--- src/rtl/xadc_bcd_converter_pkg.sv ---
// Shared constants, FSM state type and scaling helper for the XADC BCD path.
// The averaging build is selected with XADC_BCD_AVG_EN.
package xadc_disp_pkg;

  localparam int CODE_W    = 12;
  localparam int BIN_W     = 20;
  localparam int DIGITS    = 7;
  localparam int SAT_CODE  = 4093;
  localparam int SCALE_MUL = 250000;
  localparam int SCALE_SHR = 10;
  localparam int AVG_LOG2  = 4;

  localparam int BCD_W  = 4 * DIGITS;
  localparam int DAB_W  = BCD_W + BIN_W;
  localparam int PROD_W = 30;
  localparam int ACC_W  = CODE_W + AVG_LOG2;
  localparam int AVG_N  = 1 << AVG_LOG2;
  localparam int ITER_W = $clog2(BIN_W);
  localparam int SAT_VAL = 1000000;

  typedef enum logic [1:0] {
    IDLE,
    SCALE,
    SHIFT
  } state_t;

  typedef logic [3:0] bcd_digit_t;

  // Code to micro-units of a 1 V full scale, pinned at the top of range.
  function automatic logic [BIN_W-1:0] scale_code(
    input logic [CODE_W-1:0] c
  );
    logic [PROD_W-1:0] p;
    p = PROD_W'(c) * PROD_W'(SCALE_MUL);
    if (c >= CODE_W'(SAT_CODE))
      return BIN_W'(SAT_VAL);
    return BIN_W'(p >> SCALE_SHR);
  endfunction

endpackage

--- src/rtl/xadc_bcd_converter_if.sv ---
// Code-in / digits-out bundle between the XADC reader and the converter.
// Master drives codes, slave returns status and packed BCD.
interface xadc_bcd_converter_if;
  import xadc_disp_pkg::*;

  logic              code_valid;
  logic [CODE_W-1:0] code_in;
  logic              busy;
  logic              dig_valid;
  logic [BCD_W-1:0]  bcd_out;

  modport master (
    output code_valid,
    output code_in,
    input  busy,
    input  dig_valid,
    input  bcd_out
  );

  modport slave (
    input  code_valid,
    input  code_in,
    output busy,
    output dig_valid,
    output bcd_out
  );

endinterface

--- src/rtl/xadc_bcd_converter_bcd_dabble_step.sv ---
// One double-dabble iteration: add-3 on every digit >= 5, then shift left.
// Purely combinational; the FSM feeds it back once per cycle.
module bcd_dabble_step
  import xadc_disp_pkg::*;
(
  input  logic [DAB_W-1:0] cur,
  output logic [DAB_W-1:0] nxt
);

  logic [DAB_W-1:0] adj;
  bcd_digit_t       d;

  // Correct each BCD digit so the following shift carries decimally.
  always_comb begin
    adj = cur;
    d   = '0;
    for (int i = 0; i < DIGITS; i++) begin
      d = cur[BIN_W + 4*i +: 4];
      if (d >= 4'd5)
        adj[BIN_W + 4*i +: 4] = d + 4'd3;
    end
  end

  assign nxt = {adj[DAB_W-2:0], 1'b0};

endmodule

--- src/rtl/xadc_bcd_converter.sv ---
// XADC code to 7-digit BCD converter: scale, saturate, iterative dabble.
// Define XADC_BCD_AVG_EN to convert the mean of every 16 accepted codes.
module xadc_bcd_converter
  import xadc_disp_pkg::*;
(
  input  logic                CLK100MHZ,
  input  logic                CPU_RESETN,
  xadc_bcd_converter_if.slave bus
);

  state_t              state;
  logic                busy_q;
  logic                dig_valid_q;
  logic [BCD_W-1:0]    bcd_q;
  logic [CODE_W-1:0]   code_q;
  logic [DAB_W-1:0]    shadow;
  logic [ITER_W-1:0]   iter;
  logic [DAB_W-1:0]    step_nxt;

`ifdef XADC_BCD_AVG_EN
  logic [ACC_W-1:0]    acc;
  logic [AVG_LOG2-1:0] smp;
  logic [ACC_W-1:0]    sum;

  assign sum = acc + ACC_W'(bus.code_in);
`endif

  bcd_dabble_step u_step (
    .cur (shadow),
    .nxt (step_nxt)
  );

  assign bus.busy      = busy_q;
  assign bus.dig_valid = dig_valid_q;
  assign bus.bcd_out   = bcd_q;

  // Capture, scale, then 20 dabble iterations; publish only the final digits.
  always_ff @(posedge CLK100MHZ or negedge CPU_RESETN) begin
    if (!CPU_RESETN) begin
      state       <= IDLE;
      busy_q      <= 1'b0;
      dig_valid_q <= 1'b0;
      bcd_q       <= '0;
      code_q      <= '0;
      shadow      <= '0;
      iter        <= '0;
`ifdef XADC_BCD_AVG_EN
      acc         <= '0;
      smp         <= '0;
`endif
    end else begin
      dig_valid_q <= 1'b0;
      case (state)
        IDLE: begin
          if (bus.code_valid) begin
`ifdef XADC_BCD_AVG_EN
            if (smp == AVG_LOG2'(AVG_N - 1)) begin
              code_q <= sum[ACC_W-1:AVG_LOG2];
              acc    <= '0;
              smp    <= '0;
              busy_q <= 1'b1;
              state  <= SCALE;
            end else begin
              acc <= sum;
              smp <= smp + 1'b1;
            end
`else
            code_q <= bus.code_in;
            busy_q <= 1'b1;
            state  <= SCALE;
`endif
          end
        end
        SCALE: begin
          shadow <= {{BCD_W{1'b0}}, scale_code(code_q)};
          iter   <= '0;
          state  <= SHIFT;
        end
        SHIFT: begin
          shadow <= step_nxt;
          iter   <= iter + 1'b1;
          if (iter == ITER_W'(BIN_W - 1)) begin
            bcd_q       <= step_nxt[DAB_W-1:BIN_W];
            dig_valid_q <= 1'b1;
            busy_q      <= 1'b0;
            state       <= IDLE;
          end
        end
        default: begin
          busy_q <= 1'b0;
          state  <= IDLE;
        end
      endcase
    end
  end

endmodule

--- src/flat_wrapper.sv ---
// flat-port wrapper written by rule: the top's interface ports become plain ports
module xadc_bcd_converter_flat import xadc_disp_pkg::*;
  (CLK100MHZ, CPU_RESETN, bus_code_valid, bus_code_in, bus_busy, bus_dig_valid, bus_bcd_out);
  xadc_bcd_converter_if bus_i ();
  input  logic CLK100MHZ;
  input  logic CPU_RESETN;
  input wire logic [$bits(bus_i.code_valid)-1:0] bus_code_valid;
  input wire logic [$bits(bus_i.code_in)-1:0] bus_code_in;
  output wire logic [$bits(bus_i.busy)-1:0] bus_busy;
  output wire logic [$bits(bus_i.dig_valid)-1:0] bus_dig_valid;
  output wire logic [$bits(bus_i.bcd_out)-1:0] bus_bcd_out;
  assign bus_i.code_valid = bus_code_valid;
  assign bus_i.code_in = bus_code_in;
  assign bus_busy = bus_i.busy;
  assign bus_dig_valid = bus_i.dig_valid;
  assign bus_bcd_out = bus_i.bcd_out;
  xadc_bcd_converter u_core (.CLK100MHZ(CLK100MHZ), .CPU_RESETN(CPU_RESETN), .bus(bus_i));
endmodule
--- config.mk ---
export PLATFORM = sky130hd
export DESIGN_NAME = xadc_bcd_converter_flat
export DESIGN_NICKNAME = d
export VERILOG_FILES = /design/src/rtl/xadc_bcd_converter_pkg.sv /design/src/rtl/xadc_bcd_converter_if.sv /design/src/rtl/xadc_bcd_converter_bcd_dabble_step.sv /design/src/rtl/xadc_bcd_converter.sv /design/src/flat_wrapper.sv
export SDC_FILE = /design/constraint.sdc
export NUM_CORES = 1
export LEC_CHECK = 0
export CORE_ASPECT_RATIO = 1.75
export CORE_UTILIZATION = 45
export CTS_BUF_LIST = sky130_fd_sc_hd__clkbuf_16
export CTS_CLUSTER_SIZE = 14
export DETAILED_ROUTE_END_ITERATION = 7
export PLACE_DENSITY = 0.74
export SLEW_MARGIN = 25
export SYNTH_ARGS = -nofsm -noshare
export SYNTH_HDL_FRONTEND = slang
export SYNTH_SLANG_ARGS = --single-unit
--- constraint.sdc ---
create_clock -name CLK100MHZ -period 4.6 [get_ports CLK100MHZ]
set_clock_uncertainty 0.05 [all_clocks]
set_input_delay 0.69 -clock CLK100MHZ [delete_from_list [all_inputs] [get_ports CLK100MHZ]]
set_output_delay 0.69 -clock CLK100MHZ [all_outputs]
set_load 0.1 [all_outputs]
### Word-level counts from Yosys, hierarchy flattened

Cells that the tools add are included.

* register bits after elaboration: 97
* output and inout port bits: 30
* word-level logic and storage cells: 57

* $add $sub $neg: 8
* multipliers: 1
* magnitude comparators: 8
* equality and inequality tests: 5
* mux-type cells: 21
* bitwise operators: 1
* reductions and logical operators: 6

Operators by type and width (number)
* $pmux W48 S2: 1
* $mux W20: 2
* $ge A4 B3 Y1 const B: 7
* $mul A12 B14 Y26 const B: 1
* $add A4 B2 Y4 const B: 6
* $mux W4: 6
* $ge A12 B12 Y1 const B: 1
* $pmux W5 S2: 1
* $mux W1: 6
* $pmux W2 S3: 1
* $reduce_and A2 Y1: 3
* $add A5 B1 Y5 const B: 1
* $eq A5 B5 Y1 const B: 1
* $mux W2: 2
* $add A3 B2 Y3 const B: 1
* $mux W3: 1
* $pmux W1 S3: 1
* $reduce_and A3 Y1: 1
* $eq A2 B1 Y1 const B: 1
* $eq A2 B2 Y1 const B: 1
* $logic_not A2 Y1: 1
* $ne A2 B1 Y1 const B: 1
* $ne A2 B2 Y1 const B: 1
* $reduce_bool A2 Y1: 1
* $not A1 Y1: 1

### Depth between registers and ports, before layout

* depth after elaboration: 5
* gate-level depth with buffers: 17
* mapped depth without buffers: 16

### By module

A second synthesis with hierarchy kept.

* cells, all modules: 813
* area total of the unflattened synthesis: 7729.9 sq um

Modules (own cells, without submodules)
* xadc_bcd_converter: instances 1, cells each 683, area each 6879.1 sq um
* bcd_dabble_step: instances 1, cells each 130, area each 850.8 sq um

### Least setup slack after synthesis

Ideal clock, no wire load.

* path kind: register to register
* from: register u_core.code_q[3]
* to: register u_core.shadow[16]
* data arrival time: 4.427 ns
* path slack: 0.002 ns
* stages on the path, launching flop included: 16
* path buffers: 1
* path through: dfrtp_1 fa_1 ha_1 fa_1 fa_1 inv_1 fa_1 inv_1 ha_1 clkbuf_1 a21oi_1 o21a_1 o221ai_1 a2111o_1 mux2i_1 nor2_1

* word-level cells in the longest chain between the ends: 5

Ends and longest elaborated chain
* start, declared: line xadc_bcd_converter.sv:15 `logic [CODE_W-1:0] code_q;`
* start signal, assigned: line xadc_bcd_converter.sv:68 `code_q <= bus.code_in;`
* parallel branches: the longest is 3 deep, another holds $mul A12 B14 Y26
* $mux W20 *: line xadc_bcd_converter_pkg.sv:37 `return BIN_W'(p >> SCALE_SHR);`
* $pmux W48 S2 *: line xadc_bcd_converter.sv:53 `case (state)`
* end signal, assigned: line xadc_bcd_converter.sv:75 `shadow <= {{BCD_W{1'b0}}, scale_code(code_q)};`
* end signal, assigned: line xadc_bcd_converter.sv:80 `shadow <= step_nxt;`
* end, declared: line xadc_bcd_converter.sv:16 `logic [DAB_W-1:0] shadow;`

Every way passes the cells marked *. The select of a mux whose other input is x is not followed.
A chain may end at the register's enable or synchronous reset.

### Worst setup path in the final report

* from: register u_core.code_q[4]
* to: register u_core.shadow[16]

Same word-level chain as after synthesis.

==> flow_summary.yaml <==
status:
  status: "finished, violations left"
  violations: "DRC"
synth:
  syn_area_um2: 7230
  synth_cell_types: 53
  synth-seq-cells: 97
  synth.avg_cell_area_um2: 9.73
  synth_top_area_share: 0.336
  synth_top_flop_cell: "dfrtp_1"
  yosysMostFrequentCell: "inv_1"
  syn-num-nets: 895
  synth_enable_flop_cells: 0
  ys_top_cells_by_area: "dfrtp_1 34%, ha_1 18%, fa_1 9.7%"
  async_flop_share: 1.00
  ys_seq_area_frac: 0.336
  synth_top_cell_by_area: "dfrtp_1"
  yosys-top-cells-count: "104 x inv_1, 102 x ha_1, 97 x dfrtp_1"
  yosys_warnings: 0
  synthCells: 743
timing:
  fin_hold_ws_ns: 0.285
  post-route-period-util: 0.966
  finalSetupViolations: 0
  fin_ws_ns: 0.155
  relSlewSlack: 0.343
  worst_slew_pin_slew_ns: 0.983
  maxSlewViolCount: 0
  timing.final.hold_violations: 0
  post-route-min-period_ns: 4.44
  rsz0062_at_grt: "false"
  max_freq_mhz: 225
  finalSetupTns_ns: 0
cells_and_area:
  fillers: 1401
  nets: 943
  num_antenna_cells: 0
  multi_input_area_um2: 4350
  fin_area_um2: 8300
  syn_to_final_growth_pct: 14.8
  seq_area_um2: 2430
  drive_above_1_share: 0.0942
clocking:
  postCtsHoldBufs: 0
  cts_tree: "done"
  htreeDepth: 3
  clk_pin_slew_worst_paths_ns: 0.08
  clk_latency_ns: 0.36
  cts_sinks: 97
  cts_buffers: 9
  clk_path_buf_depth: 2
  ctsRootBufferMaster: "clkbuf_16"
detailed_routing:
  initialDrtViolationCount: 242
  first_pass_iters: 8
  wl_per_cell_um: 15.6
  vias_per_cell: 5.58
  drc_errors: 12
  vias: 5496
  postRouteAntennaNets: 0
  wirelength_mm: 15.4
die:
  coreArea_um2: 15800
  start_util: 0.458
  die-height_um: 170
  io-pin-count: 45
  die_x_um: 97.8
  rows: 61
  dieArea_um2: 16600
place:
  place_ws_ns: 0.0537
  place_area_um2: 7950
  io_buffers: 44
  place_congestion: 0.886
  detailed_place_hpwl_mm: 11.7
setup_path:
  cpLargestDelayFamily: "adder cells"
  max_stage_delay_ns: 0.61
  cp_cell_sequence: "fa_1 > ha_4 > fa_1 > fa_1 > inv_1 > fa_1 > inv_1 > ha_4 > a21oi_2 > o21a_1 > o221ai_1 > a2111o_1 > mux2i_1 > nor2_1"
  slowest_stage: "fa_1"
  cp_max_fo: 3
  cp_common_cell: "fa_1"
  crit_type: "reg -> reg"
  cp.required_ns: 4.80
  end_kind: "register"
  start_kind: "register"
  cp_data_arrival_time_ns: 4.65
  cp_num_buf_inv: 2
global_routing:
  grt_pass1_vias: 5677
  grtUsageTotal: 0.200
  grt_pass1_wl_mm: 26.3
  antenna_found_initial: 0
  grt-ovfl-total: 0
  grt_max_degree: 74
job:
  maxCapViolCount: 0
min_path:
  worst_hold_path_type: "in -> async"
[routing by layer]
metal  wire length [um]  GRT usage  vias up
met5                  0          0        -
met2               8550      0.385      108
met1               5910      0.207     2693
met4                594      0.114        0
li1                   -          -     2653
met3                336     0.0251       42
[per-stage QoR]
step / utilization / instances
global placement: 0.503 / 968
global route: 0.525 / 985
CTS: 0.521 / 984
detailed placement: 0.503 / 968
floorplan: - / 743
finish: 0.525 / 985
[worst register-to-register path: cells and delay by family (launching register included)]
kind | cells | cell delay (ns)
AND/OR/NAND/NOR | 1 | 0.06
AO/OA/AOI/OAI | 4 | 0.92
adder cells (fa/ha/maj) | 6 | 2.66
flip-flops | 1 | 0.40
multiplexers | 1 | 0.13
buffers and inverters | 2 | 0.13
[sequential cells by signal, summed over array words and instances, names as in the netlist]
signal                cells
u_core.bus.bcd_out       28
u_core.bus.dig_valid      1
u_core.bus.busy           1
u_core.state              2
u_core.shadow            48
u_core.iter               5
u_core.code_q            12
[logic make-up (layout without fill, tap and decap cells)]
family                     Yosys count  after routing  synth area share
DFF                                 97             97             0.336
muxes                               24             24            0.0369
and+or+nand+nor                    147            147            0.0950
adders and majority gates          137            137             0.273
buffers and inverters              134            187            0.0699
xor gates and xnor gates            27             27            0.0327
AOI/OAI and AO/OA                  177            177             0.156
[placed cells by master, fill, tap and decap left out, types with 3 or more instances in the layout]
cell | Yosys | layout
a31oi_1 | 11 | 10
a21oi_1 | 41 | 38
nand2b_1 | 6 | 6
mux2i_1 | 3 | 3
fa_1 | 35 | 35
a21o_1 | 7 | 7
nor3_1 | 16 | 15
o21a_1 | 3 | 3
o211ai_1 | 3 | 3
nor2_1 | 32 | 32
a311oi_1 | 3 | 3
clkinv_4 | 0 | 3
and3_1 | 7 | 7
o21ai_1 | 3 | 3
a21oi_2 | 0 | 3
a221o_1 | 4 | 4
buf_4 | 0 | 22
or3_1 | 6 | 6
xnor2_1 | 16 | 16
nand2_1 | 53 | 53
o22ai_1 | 24 | 24
a221oi_1 | 9 | 9
clkbuf_16 | 0 | 9
nor2b_1 | 5 | 5
o2bb2ai_1 | 5 | 5
inv_1 | 104 | 104
ha_1 | 102 | 99
nand3_1 | 11 | 11
o21ai_0 | 48 | 47
dfrtp_1 | 97 | 97
mux2_2 | 21 | 21
xor2_1 | 11 | 11
clkdlybuf4s50_1 | 0 | 43
and2_1 | 3 | 3
[layout make-up]
class / count / area share
multi-input cells: 512 / 0.524
flip-flops and latches: 97 / 0.292
repair buffers: 66 / 0.0731
inverters: 105 / 0.0475
well taps: 189 / 0.0285
clock buffers: 9 / 0.0271
clock inverters: 7 / 0.00739
[repair_timing]
action	CTS	global route
resized for setup	0	9
setup buffers	0	1
hold endpoints to repair	0	0
setup endpoints to repair	0	5
[worst paths after layout]
path                       slack, ns                    startpoint                            endpoint  cells after the start
max                             0.16  u_core.code_q[4]$_DFFE_PN0P_       u_core.shadow[16]$_DFFE_PN0P_                     14
min                             0.28                    CPU_RESETN       u_core.code_q[11]$_DFFE_PN0P_                      1
max reg2reg                     0.16  u_core.code_q[4]$_DFFE_PN0P_       u_core.shadow[16]$_DFFE_PN0P_                     14
min reg2reg                     0.42  u_core.shadow[9]$_DFFE_PN0P_        u_core.shadow[9]$_DFFE_PN0P_                      1
max in group asynchronous       3.35                    CPU_RESETN  u_core.bus.bcd_out[19]$_DFFE_PN0P_                      2
min in group CLK100MHZ          0.42  u_core.shadow[9]$_DFFE_PN0P_        u_core.shadow[9]$_DFFE_PN0P_                      1
Power is not shown: default switching activity piles up to over one toggle a cycle in this logic, so the estimate is an artifact.
